**config.mk**
```make
export PLATFORM = sky130hd
export DESIGN_NAME = ssd_block_loader
export DESIGN_NICKNAME = d
export VERILOG_FILES = /design/src/rtl/ssd_block_loader.sv
export SDC_FILE = /design/constraint.sdc
export NUM_CORES = 1
export LEC_CHECK = 0
export CAP_MARGIN = 20
export CORE_MARGIN = 2
export CORE_UTILIZATION = 45
export DETAILED_ROUTE_END_ITERATION = 16
export PLACE_DENSITY = 0.74
export REMOVE_ABC_BUFFERS = 1
export SLEW_MARGIN = 20
export SYNTH_ARGS = -nofsm -noshare
export SYNTH_HDL_FRONTEND = slang
export SYNTH_SLANG_ARGS = --single-unit
```
**constraint.sdc**
```tcl
create_clock -name clk_in -period 8 [get_ports clk_in]
set_clock_uncertainty 0.15 [all_clocks]
set_input_delay 0.8 -clock clk_in [delete_from_list [all_inputs] [get_ports clk_in]]
set_output_delay 0.8 -clock clk_in [all_outputs]
set_load 0.02 [all_outputs]
```
**src/rtl/ssd_block_loader.sv**
```systemverilog
// ssd_block_loader
// Producer side of the SSD block datapath. It fetches one 6-row x 12-column
// pixel window from a pixel BRAM. The first six columns of each row are packed
// into back_buffer and the next six into front_buffer. valid_out pulses for one
// cycle once both buffers are complete.
//
// Ports
//   clk_in        system clock, rising edge
//   rst_in        asynchronous active-low reset
//   start_in      load request, accepted only while ready_out=1
//   block_x_in    leftmost window column (sampled on accept)
//   block_y_in    top window row (sampled on accept)
//   ready_out     high while idle
//   bram_addr_out pixel read address (0 for out-of-bounds slots)
//   bram_dout_in  pixel data, READ_LATENCY cycles after its address
//   back_buffer   row r = columns x..x+5, leftmost pixel in [47:40]
//   front_buffer  row r = columns x+6..x+11, leftmost pixel in [47:40]
//   valid_out     one-cycle pulse when the buffers are complete
module ssd_block_loader #(
   parameter int unsigned IMG_WIDTH    = 240,
   parameter int unsigned IMG_HEIGHT   = 320,
   parameter int unsigned READ_LATENCY = 2,
   parameter int unsigned ADDR_W       = $clog2(IMG_WIDTH * IMG_HEIGHT)
) (
   input  logic                          clk_in,
   input  logic                          rst_in,
   input  logic                          start_in,
   input  logic [$clog2(IMG_WIDTH):0]    block_x_in,
   input  logic [$clog2(IMG_HEIGHT):0]   block_y_in,
   output logic                          ready_out,
   output logic [ADDR_W-1:0]             bram_addr_out,
   input  logic [7:0]                    bram_dout_in,
   output logic [5:0][47:0]              back_buffer,
   output logic [5:0][47:0]              front_buffer,
   output logic                          valid_out
);

   localparam int unsigned XW  = $clog2(IMG_WIDTH) + 1;
   localparam int unsigned YW  = $clog2(IMG_HEIGHT) + 1;
   localparam int unsigned AW1 = ADDR_W + 1;

   localparam logic [AW1-1:0]    IMG_W_WIDE = AW1'(IMG_WIDTH);
   localparam logic [AW1-1:0]    IMG_H_WIDE = AW1'(IMG_HEIGHT);
   localparam logic [ADDR_W-1:0] IMG_W_ADDR = ADDR_W'(IMG_WIDTH);

   typedef enum logic [1:0] {
      S_IDLE  = 2'd0,
      S_FETCH = 2'd1,
      S_DRAIN = 2'd2,
      S_DONE  = 2'd3
   } state_t;

   // Tag travelling alongside each issued read.
   typedef struct packed {
      logic       valid;
      logic [2:0] row;
      logic [3:0] col;
      logic       oob;
   } tag_t;

   state_t        state_q, state_d;
   logic          accept;
   logic          issue_en;

   logic [XW-1:0] bx_q, bx_sel;
   logic [YW-1:0] by_q, by_sel;
   logic [2:0]    row_q, row_d;
   logic [3:0]    col_q, col_d;
   logic          last_issue;

   logic [AW1-1:0]    x_abs, y_abs;
   logic              oob_d;
   logic [ADDR_W-1:0] addr_lin;

   tag_t          iss_q;
   tag_t          pipe_q [READ_LATENCY];
   tag_t          cap;
   logic          cap_last;
   logic [7:0]    cap_byte;
   logic [2:0]    cap_sel;
   logic [5:0]    cap_lsb;

   assign last_issue = (row_q == 3'd5) && (col_q == 4'd11);
   assign cap        = pipe_q[READ_LATENCY-1];
   assign cap_last   = cap.valid && (cap.row == 3'd5) && (cap.col == 4'd11);

   // State register
   always_ff @(posedge clk_in or negedge rst_in) begin
      if (!rst_in) begin
         state_q <= S_IDLE;
      end else begin
         state_q <= state_d;
      end
   end

   // Next-state and control decode
   always_comb begin
      state_d  = state_q;
      accept   = 1'b0;
      issue_en = 1'b0;
      case (state_q)
         S_IDLE: begin
            if (start_in) begin
               accept   = 1'b1;
               issue_en = 1'b1;
               state_d  = S_FETCH;
            end
         end
         S_FETCH: begin
            if (last_issue) begin
               state_d = S_DRAIN;
            end else begin
               issue_en = 1'b1;
            end
         end
         S_DRAIN: begin
            if (cap_last) begin
               state_d = S_DONE;
            end
         end
         S_DONE: begin
            state_d = S_IDLE;
         end
         default: begin
            state_d = S_IDLE;
         end
      endcase
   end

   // Row-major index of the next read; the accept cycle restarts at (0,0).
   always_comb begin
      row_d = 3'd0;
      col_d = 4'd0;
      if (!accept) begin
         if (col_q == 4'd11) begin
            row_d = row_q + 3'd1;
            col_d = 4'd0;
         end else begin
            row_d = row_q;
            col_d = col_q + 4'd1;
         end
      end
   end

   // Window origin: live inputs on the accept cycle, latched copy afterwards.
   assign bx_sel = accept ? block_x_in : bx_q;
   assign by_sel = accept ? block_y_in : by_q;

   // Bounds check at one bit wider than the address so nothing wraps first.
   always_comb begin
      x_abs    = AW1'(bx_sel) + AW1'(col_d);
      y_abs    = AW1'(by_sel) + AW1'(row_d);
      oob_d    = (x_abs >= IMG_W_WIDE) || (y_abs >= IMG_H_WIDE);
      addr_lin = ADDR_W'(y_abs) * IMG_W_ADDR + ADDR_W'(x_abs);
   end

   // Read issue: address, index counters and handshake outputs
   always_ff @(posedge clk_in or negedge rst_in) begin
      if (!rst_in) begin
         bx_q          <= '0;
         by_q          <= '0;
         row_q         <= 3'd0;
         col_q         <= 4'd0;
         bram_addr_out <= '0;
         iss_q         <= '0;
         ready_out     <= 1'b1;
         valid_out     <= 1'b0;
      end else begin
         ready_out <= (state_d == S_IDLE);
         valid_out <= (state_d == S_DONE);
         if (accept) begin
            bx_q <= block_x_in;
            by_q <= block_y_in;
         end
         if (issue_en) begin
            row_q         <= row_d;
            col_q         <= col_d;
            bram_addr_out <= oob_d ? '0 : addr_lin;
            iss_q         <= '{valid: 1'b1, row: row_d, col: col_d, oob: oob_d};
         end else begin
            bram_addr_out <= '0;
            iss_q         <= '0;
         end
      end
   end

   // Tag delay line matching the BRAM read latency
   always_ff @(posedge clk_in or negedge rst_in) begin
      if (!rst_in) begin
         for (int unsigned i = 0; i < READ_LATENCY; i++) begin
            pipe_q[i] <= '0;
         end
      end else begin
         pipe_q[0] <= iss_q;
         for (int unsigned i = 1; i < READ_LATENCY; i++) begin
            pipe_q[i] <= pipe_q[i-1];
         end
      end
   end

   // Byte lane for the returning pixel: column 0 lands in the top byte.
   always_comb begin
      cap_byte = cap.oob ? 8'h00 : bram_dout_in;
      cap_sel  = (cap.col < 4'd6) ? 3'(4'd5 - cap.col) : 3'(4'd11 - cap.col);
      cap_lsb  = {cap_sel, 3'b000};
   end

   // Capture into the window buffers
   always_ff @(posedge clk_in or negedge rst_in) begin
      if (!rst_in) begin
         back_buffer  <= '0;
         front_buffer <= '0;
      end else if (cap.valid) begin
         if (cap.col < 4'd6) begin
            back_buffer[cap.row][cap_lsb +: 8] <= cap_byte;
         end else begin
            front_buffer[cap.row][cap_lsb +: 8] <= cap_byte;
         end
      end
   end

endmodule

```
==> results_dict.tcl <==
set metrics [dict create \
    rsz0062_at_grt "false" \
    ys.flop_type "dfrtp_1" \
    max_freq_mhz 155 \
    peakVddDrop_uv 1310 \
    worst-setup-path-type "in2reg" \
    finalHoldViolCount 0 \
    avgSynthCellArea_um2 11.7 \
    viasPerCell 5.31 \
    cts_made_buffers 69 \
    nFillCells 4353 \
    critPathCaptureType "flop" \
    arrival_ps 6800 \
    ys_seq_area_share_pct 62.8 \
    yosys_warnings 0 \
    synth.top_cell.area_share_pct 62.7 \
    reg2reg_from "col_q[0]$_DFFE_PN0P_" \
    final.period_utilization_pct 80.8 \
    multi_input_area_um2 9060 \
    syn_to_final_growth_pct 36.0 \
    vias 19283 \
    grt_pass1_vias 19828 \
    synth_edf_count 0 \
    crit_path_max_incr_delay_ps 610 \
    worstMarginPinSlew_ps 1060 \
    rows 87 \
    crit_path_cell_trace "clkdlybuf4s50_1, nor3b_4, nor2_1, ha_1, fa_1, a21oi_1, nor2_1, xnor2_1, mux2i_1, inv_1, xnor2_1, ha_1, inv_1, fa_1, inv_1, ha_1, or3_1, o21ai_0, nor3_1, nor3b_1, and4b_1, a21oi_1, and3b_1" \
    initial_core_util_pct 45.7 \
    groute.layer.met1.usage_pct 35.3 \
    drtAntennaViolNets 0 \
    drv_slew 0 \
    drc 0 \
    async_flop_share_pct 100 \
    clk_pin_slew_worst_paths_ps 60 \
    power_mw 18.6 \
    cts_tree "yes" \
    cts_hold_buf 0 \
    antenna_found_initial 9 \
    hp-class "in2async" \
    fin_crit_ps 6460 \
    cts.sinks 650 \
    yosysTopAreaCell "dfrtp_1" \
    crit_fanout 16 \
    power_density_nw_per_um2 526 \
    clk_latency_ps 600 \
    io_pins 625 \
    cts_root_buf "clkbuf_16" \
    synth_cells 2221 \
    cp-start-kind "primary input" \
    ys_types 62 \
    worst_r2r_endpoint "bram_addr_out[16]$_DFF_PN0_" \
    postCtsSetupBuffers 0 \
    leakagePower_nw 16.4 \
    wirelength_um 84300 \
    grt_max_degree 167 \
    fin_tns_setup_ps 0 \
    track_usage_pct 28.3 \
    netlist_area_um2 25900 \
    post_drt_wl_per_cell_um 23.2 \
    fin_nets 2909 \
    die_h_um 244 \
    hold_ws_ps 82.2 \
    ys_ff_latch 650 \
    die_area_um2 59500 \
    overflow 0 \
    gp_congestion 0.885 \
    cts_resized 0 \
    reg2reg_slack_ps 1680 \
    critPathTopFamily "simple AND/OR/NAND/NOR gates" \
    port_buffers 624 \
    drive_gt1_share_pct 14.5 \
    yosys-top-cells-count "649 x dfrtp_1, 453 x nand2_1, 347 x o21ai_0" \
    use_met3_pct 7.75 \
    ff_latch_area_um2 16300 \
    status "finished, final reports clean" \
    clock_path_buffers 3 \
    setup_violations 0 \
    worst-path-buf-inv 4 \
    first_pass_iters 5 \
    grt_pass1_wl_um 126000 \
    drt_iter0_markers 1130 \
    synth.most_common_cell "dfrtp_1" \
    dpl.hpwl_um 59000 \
    top_usage_layer "met2" \
    cts_max_level 3 \
    die_x_um 244 \
    cp.required_ps 8330 \
    synth_area_leaders "dfrtp_1 63%, mux2_2 11%, o21ai_0 6.7%" \
    worst_path_max_delay_cell "nor3b_4" \
    rr_worst_depth 25 \
    coreArea_um2 56700 \
    relSlewSlack_pct 29.0 \
    grt_use_met2_pct 46.4 \
    drv_cap 0 \
]
==> area by class of cell <==
cell class / instances / area share (%)
Inverter: 54 / 0.575
Timing Repair Buffer: 648 / 18.3
Sequential cell: 650 / 46.1
Multi-Input combinational cell: 1398 / 25.7
Clock buffer: 104 / 5.93
Clock inverter: 17 / 0.639
Antenna cell: 3 / 0.0213
Tap cell: 756 / 2.68
==> registers in the layout (all words and copies together) (netlist names) <==
register and cells:
back_buffer 288, front_buffer 288, bram_addr_out 17, by_q 10, bx_q 9, cap 9
iss_q 9, pipe_q 9, col_q 4, row_q 3, state_q 2, ready_out 1
valid_out 1
==> through the flow <==
| stage | std cells | worst slack (ps) | area, µm² | util, % |
|---|---|---|---|---|
| floorplan | 2102 | 1620 | 25500 | - |
| global placement | 3505 | 1090 | 32900 | 58.0 |
| detailed placement | 3506 | 938 | 32900 | 58.0 |
| CTS | 3627 | 1580 | 35200 | 62.1 |
| global route | 3628 | 1110 | 35300 | 62.2 |
| finish | 3630 | 1540 | 35300 | 62.2 |
==> power by group <==
part | internal, mW | switching, mW | total (mW) | leakage [nW]
combinational | 4.33 | 5.93 | 10.3 | 7.62
clock | 1.94 | 1.31 | 3.25 | 1.13
sequential | 4.40 | 0.654 | 5.05 | 7.64
total | 10.7 | 7.89 | 18.6 | 16.4
==> cells in the final DEF (no fill, tap or decap), drive strengths merged, types with 13 or more instances in the layout <==
master         count
nand3             21
and2              17
ha                42
nand2            453
nor3              15
xor2              13
clkdlybuf4s50    623
xnor2             26
dfrtp            649
clkbuf           104
fa                16
buf               25
inv               56
a21o              13
nor2b             15
o21ai            348
nand2b            15
a21oi             20
mux2             243
nor2              60
==> per-layer routing <==
metal	wire length [µm]	vias up	share of wire [%]
met5	71	-	0.084
li1	-	8663	-
met4	3780	14	4.5
met1	33900	9755	40
met2	40500	678	48
met3	6090	173	7.2
==> worst reg2reg max path: cells and delay by family, from the launching register on <==
| kind | cells | cell delay (ps) |
|---|---|---|
| compound gates | 3 | 680 |
| xor+xnor | 3 | 510 |
| fa+ha+maj | 6 | 1960 |
| buf+inv | 3 | 280 |
| flops | 1 | 410 |
| mux | 1 | 390 |
| simple gates | 9 | 1810 |
==> how the worst max path moves through the flow <==
stage	from	to	depth (start not counted)	slack [ps]
after floorplan	start_in	bram_addr_out[16]$_DFF_PN0_	22	1620
after global placement	start_in	bram_addr_out[16]$_DFF_PN0_	24	1090
after detailed placement	start_in	bram_addr_out[16]$_DFF_PN0_	23	940
after CTS	start_in	bram_addr_out[16]$_DFF_PN0_	23	1580
after global routing	start_in	bram_addr_out[16]$_DFF_PN0_	23	1110
final	start_in	bram_addr_out[16]$_DFF_PN0_	23	1540
==> cell families after synthesis <==
logic type / count (synthesis) / synth area share (%)
mux: 251 / 10.9
buf+inv: 173 / 2.57
xor+xnor: 39 / 1.32
flops: 650 / 62.8
simple gates: 643 / 10.8
fa+ha+maj: 59 / 3.30
compound gates: 406 / 8.32
No activity file was read; power rests on OpenSTA's default activity.
